File: src/rtl/uart_tx_feeder_if.sv
// Host write port of the UART transmit feeder: valid/ready handshake carrying 9-bit words.
interface uart_tx_feeder_if;
  logic       wr_valid;
  logic [8:0] wr_data;
  logic       wr_ready;

  modport master (output wr_valid, output wr_data, input wr_ready);
  modport slave  (input wr_valid, input wr_data, output wr_ready);
endinterface

File: src/rtl/uart_tx_feeder.sv
// Buffered UART transmit front end: a show-ahead FIFO plus a level-held start request
// that waits for the driver's busy acknowledge before popping the head word.
module uart_tx_feeder #(
  parameter int DEPTH         = 16,
  parameter int START_TIMEOUT = 4096
) (
  input  logic                         clk,
  input  logic                         rst,
  uart_tx_feeder_if.slave              wr_if,
  input  logic                         flush,
  output logic                         uart_start,
  output logic [8:0]                   uart_data,
  input  logic                         uart_busy,
  output logic [$clog2(DEPTH+1)-1:0]   fifo_count,
  output logic                         fifo_empty,
  output logic                         frame_done,
  output logic                         timeout_err
);
  localparam int AW = $clog2(DEPTH);
  localparam int CW = $clog2(DEPTH + 1);
  localparam int TW = $clog2(START_TIMEOUT + 1);

  typedef enum logic [1:0] {
    S_IDLE = 2'd0,
    S_REQ  = 2'd1,
    S_WAIT = 2'd2
  } state_t;

  state_t          state_q, state_d;
  logic [AW-1:0]   wr_ptr_q, wr_ptr_d, rd_ptr_q, rd_ptr_d;
  logic [CW-1:0]   count_q, count_d;
  logic [TW-1:0]   timer_q, timer_d;
  logic            uart_start_q, uart_start_d;
  logic            frame_done_q, frame_done_d;
  logic            timeout_err_q, timeout_err_d;
  logic [8:0]      mem [DEPTH];

  logic push, pop, expire, in_req;

  assign in_req = (state_q == S_REQ);
  // flush wins over both the host write and the acknowledge-driven pop
  assign push   = wr_if.wr_valid && wr_if.wr_ready && !flush;
  assign pop    = in_req && uart_busy && !flush;
  assign expire = in_req && !uart_busy && !flush && (timer_q == TW'(START_TIMEOUT - 1));

  assign wr_if.wr_ready = (count_q != CW'(DEPTH));
  assign uart_data      = mem[rd_ptr_q];
  assign fifo_count     = count_q;
  assign fifo_empty     = (count_q == '0);
  assign uart_start     = uart_start_q;
  assign frame_done     = frame_done_q;
  assign timeout_err    = timeout_err_q;

  // State register
  always_ff @(posedge clk or posedge rst) begin
    if (rst) begin
      state_q       <= S_IDLE;
      wr_ptr_q      <= '0;
      rd_ptr_q      <= '0;
      count_q       <= '0;
      timer_q       <= '0;
      uart_start_q  <= 1'b0;
      frame_done_q  <= 1'b0;
      timeout_err_q <= 1'b0;
    end else begin
      state_q       <= state_d;
      wr_ptr_q      <= wr_ptr_d;
      rd_ptr_q      <= rd_ptr_d;
      count_q       <= count_d;
      timer_q       <= timer_d;
      uart_start_q  <= uart_start_d;
      frame_done_q  <= frame_done_d;
      timeout_err_q <= timeout_err_d;
    end
  end

  always_ff @(posedge clk) begin
    if (push) mem[wr_ptr_q] <= wr_if.wr_data;
  end

  always_comb begin
    wr_ptr_d = wr_ptr_q;
    rd_ptr_d = rd_ptr_q;
    count_d  = count_q;
    if (flush) begin
      wr_ptr_d = '0;
      rd_ptr_d = '0;
      count_d  = '0;
    end else begin
      if (push) wr_ptr_d = wr_ptr_q + AW'(1);
      if (pop)  rd_ptr_d = rd_ptr_q + AW'(1);
      if (push && !pop)      count_d = count_q + CW'(1);
      else if (!push && pop) count_d = count_q - CW'(1);
    end
  end

  // Next-state logic; the timer only runs while a request is outstanding
  always_comb begin
    state_d = state_q;
    timer_d = '0;
    case (state_q)
      S_IDLE: if (!fifo_empty && !uart_busy && !flush) state_d = S_REQ;
      S_REQ: begin
        if (pop)                 state_d = S_WAIT;
        else if (flush || expire) state_d = S_IDLE;
        else                     timer_d = timer_q + TW'(1);
      end
      S_WAIT: if (!uart_busy) state_d = S_IDLE;
      default: state_d = S_IDLE;
    endcase
  end

  always_comb begin
    uart_start_d  = (state_d == S_REQ);
    frame_done_d  = (state_q == S_WAIT) && !uart_busy;
    timeout_err_d = timeout_err_q || expire;
  end
endmodule

File: src/flat_wrapper.sv
// flat-port wrapper written by rule: the top's interface ports become plain ports
module uart_tx_feeder_flat 
#(
  parameter int DEPTH         = 16,
  parameter int START_TIMEOUT = 4096
)
  (clk, rst, flush, uart_start, uart_data, uart_busy, fifo_count, fifo_empty, frame_done, timeout_err, wr_if_wr_valid, wr_if_wr_data, wr_if_wr_ready);
  uart_tx_feeder_if wr_if_i ();
  input  logic clk;
  input  logic rst;
  input  logic flush;
  output logic uart_start;
  output logic [8:0] uart_data;
  input  logic uart_busy;
  output logic [$clog2(DEPTH+1)-1:0] fifo_count;
  output logic fifo_empty;
  output logic frame_done;
  output logic timeout_err;
  input wire logic [$bits(wr_if_i.wr_valid)-1:0] wr_if_wr_valid;
  input wire logic [$bits(wr_if_i.wr_data)-1:0] wr_if_wr_data;
  output wire logic [$bits(wr_if_i.wr_ready)-1:0] wr_if_wr_ready;
  assign wr_if_i.wr_valid = wr_if_wr_valid;
  assign wr_if_i.wr_data = wr_if_wr_data;
  assign wr_if_wr_ready = wr_if_i.wr_ready;
  uart_tx_feeder #(.DEPTH(DEPTH), .START_TIMEOUT(START_TIMEOUT)) u_core (.clk(clk), .rst(rst), .wr_if(wr_if_i), .flush(flush), .uart_start(uart_start), .uart_data(uart_data), .uart_busy(uart_busy), .fifo_count(fifo_count), .fifo_empty(fifo_empty), .frame_done(frame_done), .timeout_err(timeout_err));
endmodule
File: config.mk
export PLATFORM = sky130hd
export DESIGN_NAME = uart_tx_feeder_flat
export DESIGN_NICKNAME = d
export VERILOG_FILES = /design/src/rtl/uart_tx_feeder_if.sv /design/src/rtl/uart_tx_feeder.sv /design/src/flat_wrapper.sv
export SDC_FILE = /design/constraint.sdc
export NUM_CORES = 1
export LEC_CHECK = 0
export CAP_MARGIN = 30
export CORE_MARGIN = 2
export CORE_UTILIZATION = 25
export CTS_CLUSTER_SIZE = 28
export DETAILED_ROUTE_END_ITERATION = 8
export PLACE_DENSITY = 0.44
export SLEW_MARGIN = 20
export SYNTH_ARGS = -nofsm -noshare
export SYNTH_HDL_FRONTEND = slang
export SYNTH_SLANG_ARGS = --single-unit
File: constraint.sdc
create_clock -name clk -period 5.7 [get_ports clk]
set_clock_uncertainty 0.2 [all_clocks]
set_input_delay 1.425 -clock clk [delete_from_list [all_inputs] [get_ports clk]]
set_output_delay 1.425 -clock clk [all_outputs]
set_load 0.02 [all_outputs]
==> flow_summary.json, run 1 <==
{
  "setup_tns_ps": 0,
  "run_status": "complete, no violations",
  "cts_buffer_depth": 2,
  "slowest_stage": "dfrtp_4",
  "die_area_um2": 30580,
  "wl_per_cell_um": 18.84,
  "setup_violations": 0,
  "power.share.combinational_pct": 14.8,
  "io_pins": 33,
  "grtUsageTotal_pct": 11.59,
  "port-buffer-count": 32,
  "postSynth.asyncResetShare_pct": 17.71,
  "relSlewSlack_pct": 41.78,
  "power.internal_w": 0.002267,
  "netlist_area_um2": 7300,
  "drv_slew": 0,
  "cts_tree": "built",
  "holdPathStages": 1,
  "rsz0062_at_grt": "false",
  "avgSynthCellArea_um2": 16.33,
  "routed_wirelength_um": 16810,
  "start_util_pct": 25.43,
  "cts_buffers": 17,
  "fmax_mhz": 214.7,
  "synth_edf_count": 144,
  "synth_xor_area_share_pct": 2.297,
  "grt_max_degree": 36,
  "worstPathRequired_ps": 4070,
  "crit_chain": "buf_12 -> mux4_2 -> a22oi_1 -> nand2_1 -> clkdlybuf4s50_1",
  "syn_inst": 447,
  "htreeDepth": 4,
  "finalCritPeriodShare_pct": 81.70,
  "gp_congestion": 0.7572,
  "p_clk_share_pct": 37.2,
  "cts_root_buf": "clkbuf_16",
  "crit_arrival_ps": 3030,
  "drtAntennaViolNets": 0,
  "drcViolationCount": 0,
  "cts_resized": 0,
  "area_growth_pct": 19.95,
  "crit_type": "register to primary output",
  "maxCapViolCount": 0,
  "grt-ovfl-total": 0,
  "slowest_delay_ps": 870,
  "antenna_found_initial": 0,
  "num_antenna_cells": 0,
  "synthAdderAreaFrac_pct": 1.988,
  "crit_path_max_fanout": 35,
  "p_switching_w": 0.0008329,
  "worstMarginPinSlew_ps": 866.8,
  "finalHoldViolations": 0,
  "dr.pass1.iters": 4,
  "die_height_um": 174.9,
  "ctsHoldBuffers": 0,
  "hpwl_um": 11060,
  "clk_pin_slew_ps": 70,
  "synth_warnings": 0,
  "p_sw_share_pct": 26.87,
  "ir_worst_vdd_mv": 0.1905,
  "cts.sinks": 175,
  "synth_mux_area_share_pct": 11.81,
  "dieWidth_um": 174.9,
  "grt_pass1_wl_um": 25970,
  "core_area_um2": 28700,
  "post_cts_buffers": 0,
  "drtIter0Drc": 194,
  "reg2reg_depth": 8,
  "grt_pass1_vias": 4153,
  "final_nets": 520,
  "power.total_w": 0.003099,
  "seq_area_frac_synth_pct": 69.87,
  "syn_nets": 472,
  "cp-start-kind": "register",
  "clk_latency_ps": 430,
  "rows": 62,
  "synth_cell_types": 44,
  "yosys.area_share.simple_pct": 6.908,
  "synth_top_family_by_area": "multiplexers",
  "stdcell_count": 892,
  "synth_compound_area_share_pct": 5.022,
  "synth_flop_cell": "edfxtp_1",
  "n_fill_cell": 2841,
  "hp-class": "register to register",
  "p_per_area_nw_per_um2": 354.0,
  "fin_crit_ps": 4657,
  "dpl.cell_count": 860,
  "vias": 3936,
  "ys_ff_latch": 175,
  "p_leak_nw": 2.845,
  "endpoint_kind": "primary output",
  "drive_gt1_share_pct": 15.55,
  "holdWs_ps": 257.6,
  "seqPwrFrac_pct": 48.1,
  "via_per_inst": 4.413
}
## layout make-up
type | instances | area [um^2] | share of cell area [%]
tap | 384 | 480.5 | 5.487
timing repair buffer | 49 | 460.4 | 5.259
sequential | 175 | 5104 | 58.29
multi-input combinational | 243 | 2096 | 23.94
inverter | 9 | 33.78 | 0.3858
clock buffer | 18 | 429.2 | 4.901
clock inverter | 14 | 152.6 | 1.743
## stage by stage
step / instance area, um^2 / utilization (%) / worst slack [ps]
2_1_floorplan: 7300 / - / 2052
3_3_place_gp: 8172 / 28.47 / 1280
3_5_place_dp: 8174 / 28.48 / 1279
4_1_cts: 8756 / 30.51 / 979.3
5_1_grt: 8756 / 30.51 / 840.0
6_report: 8756 / 30.51 / 1043
## layer usage
metal  vias up  part of all wire (%)  global-route usage (%)
met2        65                    52                   20.04
met5         -                     0                       0
met3        17                   4.1                   2.611
li1       1833                     -                       -
met1      2021                    42                   14.10
met4         0                   2.2                   4.375
## registers in the layout, summed over array words and instances, names as in the netlist, 2 cells and up
register and flops:
u_core.mem 144, u_core.timer_q 13, u_core.fifo_count 5, u_core.rd_ptr_q 4
u_core.wr_ptr_q 4, u_core.state_q 2
## synthesized netlist by cell type, types with 2 or more instances
library cell | instances | share of area [%]
nand3_1 | 10 | 0.69
xor2_1 | 6 | 0.72
nor2_1 | 35 | 1.8
nor2b_1 | 3 | 0.26
and3_1 | 3 | 0.26
nand2b_1 | 2 | 0.17
nand2_1 | 23 | 1.2
a21oi_1 | 6 | 0.41
inv_1 | 8 | 0.41
a22oi_1 | 9 | 0.93
edfxtp_1 | 144 | 59
mux4_2 | 18 | 5.6
nor4_1 | 5 | 0.43
clkbuf_1 | 7 | 0.36
buf_6 | 3 | 0.46
mux2i_1 | 43 | 5.9
o21ai_0 | 11 | 0.75
buf_2 | 6 | 0.41
nand4_1 | 2 | 0.17
nor3b_1 | 2 | 0.21
and3b_1 | 3 | 0.36
dfrtp_1 | 31 | 11
xnor2_1 | 10 | 1.2
ha_1 | 10 | 1.7
nor3_1 | 8 | 0.55
buf_4 | 4 | 0.41
a221oi_1 | 18 | 2.2
## final timing paths
kind / start / endpoint / slack [ps]
max in group asynchronous: rst / u_core.rd_ptr_q[0] / 3760
setup reg to reg: u_core.fifo_count[0] / u_core.fifo_count[4] / 2720
hold / removal: u_core.timeout_err / u_core.timeout_err / 260
hold reg to reg: u_core.timeout_err / u_core.timeout_err / 260
setup / recovery: u_core.rd_ptr_q[0] / uart_data[8] / 1040
min in group asynchronous: rst / u_core.timer_q[9] / 1190
## cells in the final DEF, fill, tap and decap left out, drive strengths merged, types with 9 or more instances in the layout
| cell | instances |
|---|---|
| edfxtp | 144 |
| mux2i | 43 |
| nor2 | 35 |
| clkdlybuf4s50 | 32 |
| dfrtp | 31 |
| nand2 | 23 |
| a221oi | 18 |
| mux4 | 18 |
| clkbuf | 18 |
| buf | 17 |
| inv | 14 |
| o21ai | 11 |
| xnor2 | 11 |
| nand3 | 10 |
| ha | 10 |
| a22oi | 9 |
## kinds of logic after synthesis
logic type	after synthesis
AOI/OAI and AO/OA	49
xor gates and xnor gates	17
adders and majority gates	11
DFF	175
muxes	63
and+or+nand+nor	103
buffers and inverters	29
## power by group through the flow
stage	clock, W	sequential, W	combinational (W)
final	0.00115	0.00149	0.000458
after floorplan	0	0.00151	0.000298
after CTS	0.00118	0.00149	0.000468
after global routing	0.00123	0.00150	0.000500
after global placement	0	0.00152	0.000461
after detailed placement	0	0.00152	0.000467
## worst max-delay path, delay by kind of cell (launching register included)
| kind | cells | cell delay, ps |
|---|---|---|
| muxes | 1 | 530 |
| and+or+nand+nor | 1 | 100 |
| buffers and inverters | 2 | 860 |
| DFF | 1 | 870 |
| AOI/OAI and AO/OA | 1 | 210 |
Note: power is estimated with default switching activity, not from simulation.
==> run 2: changes to the inputs <==
==> constraint.sdc (replaced) <==
create_clock -name clk -period 4.83 [get_ports clk]
set_clock_uncertainty 0.2 [all_clocks]
set_input_delay 1.2075 -clock clk [delete_from_list [all_inputs] [get_ports clk]]
set_output_delay 1.2075 -clock clk [all_outputs]
set_load 0.02 [all_outputs]
==> run 2 against run 1 <==
Utilization grew 0.27 points. Critical endpoint is now uart_data[3]. Critical path depth unchanged. Setup slack got worse by 610 ps. Largest power group unchanged.
==> flow_summary.json, run 2 (synthesis gave the netlist of run 1 again) <==
{
  "dieWidth_um": 174.9,
  "via_per_inst": 4.435,
  "antenna_found_initial": 0,
  "setup_violations": 0,
  "p_per_area_nw_per_um2": 421.0,
  "port-buffer-count": 32,
  "drtIter0Drc": 217,
  "drtAntennaViolNets": 0,
  "seq_area_um2": 5104,
  "cts_root_buf": "clkbuf_16",
  "layout_commonest_cell": "edfxtp_1",
  "multiInputGateArea_um2": 2064,
  "holdWs_ps": 278.0,
  "fmax_mhz": 227.5,
  "slowest_delay_ps": 780,
  "crit_type": "register to primary output",
  "io_pins": 33,
  "crit_arrival_ps": 2990,
  "crit_buf_inv": 2,
  "hpwl_um": 10970,
  "place_ws_ps": 643.1,
  "worstPathRequired_ps": 3420,
  "relSlewSlack_pct": 48.62,
  "dr.pass1.iters": 4,
  "fin_crit_ps": 4396,
  "cts.sinks": 175,
  "final_nets": 530,
  "routed_wirelength_um": 17000,
  "wl_per_cell_um": 18.85,
  "cts_resized": 0,
  "core_area_um2": 28700,
  "worst_slack_ps": 434.5,
  "grt_pass1_vias": 4275,
  "die_area_um2": 30580,
  "clk_latency_ps": 430,
  "gp_congestion": 0.7499,
  "slowest_stage": "dfrtp_4",
  "setup_tns_ps": 0,
  "run_status": "complete, no violations",
  "regMostFlops": "u_core.mem",
  "cpLargestDelayFamily": "buffers and inverters",
  "clk_pin_slew_ps": 70,
  "ir_worst_vdd_mv": 0.2047,
  "die_height_um": 174.9,
  "cts_tree": "built",
  "n_fill_cell": 2885,
  "rows": 62,
  "cp-start-kind": "register",
  "rsz0062_at_grt": "false",
  "ctsHoldBuffers": 0,
  "grt-ovfl-total": 0,
  "p_leak_nw": 2.918,
  "drcViolationCount": 0,
  "finalCritPeriodShare_pct": 91.00,
  "grtUsageTotal_pct": 11.61,
  "cts_buffers": 17,
  "hp-class": "register to register",
  "start_util_pct": 25.43,
  "endpoint_kind": "primary output",
  "area_growth_pct": 21.00,
  "largest_reg_flops": 144,
  "maxCapViolCount": 0,
  "layout_common_cells": "edfxtp_1, mux2i_1, nor2_1, clkdlybuf4s50_1, dfrtp_1",
  "drv_slew": 0,
  "vias": 4000,
  "num_antenna_cells": 0,
  "grt_pass1_wl_um": 26220,
  "finalHoldViolations": 0,
  "crit_path_max_fanout": 27,
  "htreeDepth": 4,
  "grt_max_degree": 28,
  "post_cts_buffers": 0,
  "crit_chain": "buf_4 -> mux4_2 -> a22oi_1 -> nand2_1 -> clkdlybuf4s50_1",
  "drive_gt1_share_pct": 17.18,
  "worstMarginPinSlew_ps": 769.8,
  "cts_buffer_depth": 2
}
run 2: changes by cell type in the layout (fill, tap and decap cells not counted), sizes merged:
cell,change
buf,+10
clkbuf,-1
inv,+3
clkinvlp,-2
run 2: metal layers:
layer  share of wire [%]  wire length, um  track usage (%)
met5                   0                0                0
met4                 1.3              228            3.507
met3                 2.5              428            2.154
met2                  50             8446            19.61
met1                  46             7899            15.16
run 2: path summary, 6_finish.rpt:
kind	endpoint	slack [ps]	start	cells after the start
setup / recovery	uart_data[3]	430	u_core.rd_ptr_q[0]	5
hold / removal	u_core.timeout_err	280	u_core.timeout_err	1
setup reg to reg	u_core.fifo_count[4]	1810	u_core.fifo_count[0]	8
hold reg to reg	u_core.timeout_err	280	u_core.timeout_err	1
max in group asynchronous	u_core.timer_q[7]	2720	rst	3
min in group asynchronous	u_core.timer_q[10]	1010	rst	2
run 2: stage by stage:
| step | power, W | instance area, um^2 | util [%] | cells |
|---|---|---|---|---|
| after floorplan | 0.002132 | 7300 | - | 447 |
| after global placement | 0.002337 | 8218 | 28.63 | 870 |
| after detailed placement | 0.002350 | 8218 | 28.63 | 870 |
| after CTS | 0.003767 | 8832 | 30.77 | 902 |
| after global routing | 0.003874 | 8832 | 30.77 | 902 |
| final | 0.003718 | 8832 | 30.77 | 902 |
run 2: layout make-up:
cell class	instances	share of cell area [%]
sequential	175	57.78
multi-input combinational	243	23.37
timing repair buffer	59	6.063
tap	384	5.440
clock buffer	17	4.817
clock inverter	15	2.139
inverter	9	0.3825
run 2: report_power, final:
group | internal, W | switching, W | total (W)
Combinational | 0.000263 | 0.000287 | 0.000550
Clock | 0.000751 | 0.000661 | 0.00141
Sequential | 0.00168 | 0.0000751 | 0.00176
run 2: worst reg2reg max path, stage by stage, from the launching register on:
cell and delay (ps):
dfrtp_1 520, nor4_2 120, a21boi_4 360, or3b_2 560
ha_1 350, a21oi_1 180, a21oi_1 90, mux2i_1 180
mux2_2 350
==> run 3: changes to the inputs <==
--- a/config.mk
+++ b/config.mk
@@ -6,11 +6,12 @@
 export NUM_CORES = 1
 export LEC_CHECK = 0
 export CAP_MARGIN = 30
-export CORE_MARGIN = 2
-export CORE_UTILIZATION = 25
+export CELL_PAD_IN_SITES_DETAIL_PLACEMENT = 1
+export CELL_PAD_IN_SITES_GLOBAL_PLACEMENT = 2
+export CORE_UTILIZATION = 45
 export CTS_CLUSTER_SIZE = 28
 export DETAILED_ROUTE_END_ITERATION = 8
-export PLACE_DENSITY = 0.44
+export PLACE_DENSITY = 0.83
 export SLEW_MARGIN = 20
 export SYNTH_ARGS = -nofsm -noshare
 export SYNTH_HDL_FRONTEND = slang
==> run 3 against run 2 <==
First-iteration DRC count increased by 49%. Largest cell class unchanged. Global-route usage rose by 9.7 points. Register-to-register slack is essentially flat.
==> flow_summary.json, run 3 (synthesis gave the netlist of run 1 again) <==
{
  "cts_buffers": 17,
  "post_cts_buffers": 0,
  "via_per_inst": 5.571,
  "hpwl_um": 10870,
  "crit_type": "register to primary output",
  "power.internal_w": 0.002721,
  "cts_tree": "built",
  "drtIter0Drc": 323,
  "p_leak_nw": 2.869,
  "crit_arrival_ps": 3100,
  "clk_latency_ps": 430,
  "run_status": "complete, no violations",
  "die_area_um2": 16730,
  "drcViolationCount": 0,
  "vias": 4056,
  "seqPwrFrac_pct": 47.9,
  "drive_gt1_share_pct": 15.63,
  "dieWidth_um": 129.4,
  "finalHoldViolations": 0,
  "grt_max_degree": 38,
  "area_growth_pct": 17.38,
  "stdcell_count": 728,
  "finalCritPeriodShare_pct": 93.32,
  "relSlewSlack_pct": 35.52,
  "wl_per_cell_um": 22.13,
  "p_sw_share_pct": 26.06,
  "layout_common_cells": "edfxtp_1, mux2i_1, nor2_1, clkdlybuf4s50_1, dfrtp_1",
  "worstMarginPinSlew_ps": 963.7,
  "fin_area_um2": 8568,
  "power.total_w": 0.003680,
  "die_height_um": 129.4,
  "dpl.cell_count": 696,
  "p_per_area_nw_per_um2": 429.4,
  "grt-ovfl-total": 0,
  "cts_buffer_depth": 2,
  "htreeDepth": 4,
  "io_pins": 33,
  "p_switching_w": 0.0009588,
  "num_antenna_cells": 0,
  "rows": 46,
  "core_area_um2": 15890,
  "fin_crit_ps": 4507,
  "layout_commonest_cell": "edfxtp_1",
  "endpoint_kind": "primary output",
  "drv_slew": 0,
  "ir_worst_vdd_mv": 0.2638,
  "start_util_pct": 45.95,
  "power.share.combinational_pct": 15.0,
  "gp_congestion": 0.7852,
  "p_clk_share_pct": 37.2,
  "setup_tns_ps": 0,
  "drtAntennaViolNets": 0,
  "setup_violations": 0,
  "fmax_mhz": 221.9,
  "routed_wirelength_um": 16110,
  "grt_pass1_vias": 4271,
  "n_fill_cell": 1558,
  "dr.pass1.iters": 5,
  "worstPathRequired_ps": 3420,
  "antenna_found_initial": 0,
  "grt_pass1_wl_um": 25250,
  "port-buffer-count": 32,
  "final_nets": 524,
  "rsz0062_at_grt": "false",
  "clk_pin_slew_ps": 70,
  "ctsHoldBuffers": 0,
  "dpl-instance-area_um2": 7983,
  "regMostFlops": "u_core.mem",
  "cp-start-kind": "register",
  "cts_resized": 0,
  "hp-class": "register to register",
  "utilization_pct": 53.94,
  "cts.sinks": 175,
  "maxCapViolCount": 0,
  "grtUsageTotal_pct": 21.33,
  "crit_path_max_fanout": 37,
  "largest_reg_flops": 144,
  "cts_root_buf": "clkbuf_16"
}
[run 3: changes by cell type in the layout (fill, tap and decap cells not counted), moves of 2 or more]
| cell | change |
|---|---|
| inv_8 | -2 |
| clkbuf_1 | +2 |
| clkinv_8 | -3 |
| clkinvlp_4 | +3 |
| buf_4 | -7 |
[run 3: per-layer routing]
metal,GRT usage [%],up-vias,routed length (um)
li1,-,1841,-
met1,30.70,2097,7492
met2,32.29,97,7658
met3,5.120,21,695
met4,6.436,0,266
met5,0,-,0
[run 3: area by class of cell]
type / instances / area (um^2) / area share [%]
inverter: 9 / 33.78 / 0.3943
timing repair buffer: 53 / 510.5 / 5.958
multi-input combinational: 243 / 2064 / 24.09
clock buffer: 19 / 432.9 / 5.053
clock inverter: 13 / 152.6 / 1.782
tap: 216 / 270.3 / 3.154
sequential: 175 / 5104 / 59.56
[run 3: path summary, 6_finish.rpt]
path	startpoint	depth (start not counted)	slack, ps	end
max	u_core.rd_ptr_q[0]	5	320	uart_data[3]
min	u_core.timeout_err	1	260	u_core.timeout_err
max reg2reg	u_core.fifo_count[0]	8	1810	u_core.fifo_count[4]
min reg2reg	u_core.timeout_err	1	260	u_core.timeout_err
max in group asynchronous	rst	4	2890	u_core.rd_ptr_q[0]
min in group asynchronous	rst	2	890	u_core.timer_q[0]
[run 3: power groups by stage]
stage / Combinational [W] / Sequential [W] / Clock, W
after floorplan: 0.000351 / 0.00178 / 0
after global placement: 0.000534 / 0.00179 / 0
after detailed placement: 0.000555 / 0.00179 / 0
after CTS: 0.000559 / 0.00176 / 0.00139
after global routing: 0.000598 / 0.00177 / 0.00145
final: 0.000550 / 0.00176 / 0.00137
[run 3: metrics by stage]
| step | setup slack [ps] | hold slack, ps |
|---|---|---|
| 2_1_floorplan | 1400 | 251.6 |
| 3_3_place_gp | 740.1 | 239.5 |
| 3_5_place_dp | 637.5 | 247.8 |
| 4_1_cts | 283.6 | 263.6 |
| 5_1_grt | 165.0 | 297.0 |
| 6_report | 322.6 | 255.2 |
[run 3: worst max-delay path: stages (launching register included)]
cell	delay (ps)
dfrtp_4	850
buf_4	360
mux4_2	550
a22oi_1	240
nand2_1	80
clkdlybuf4s50_1	550
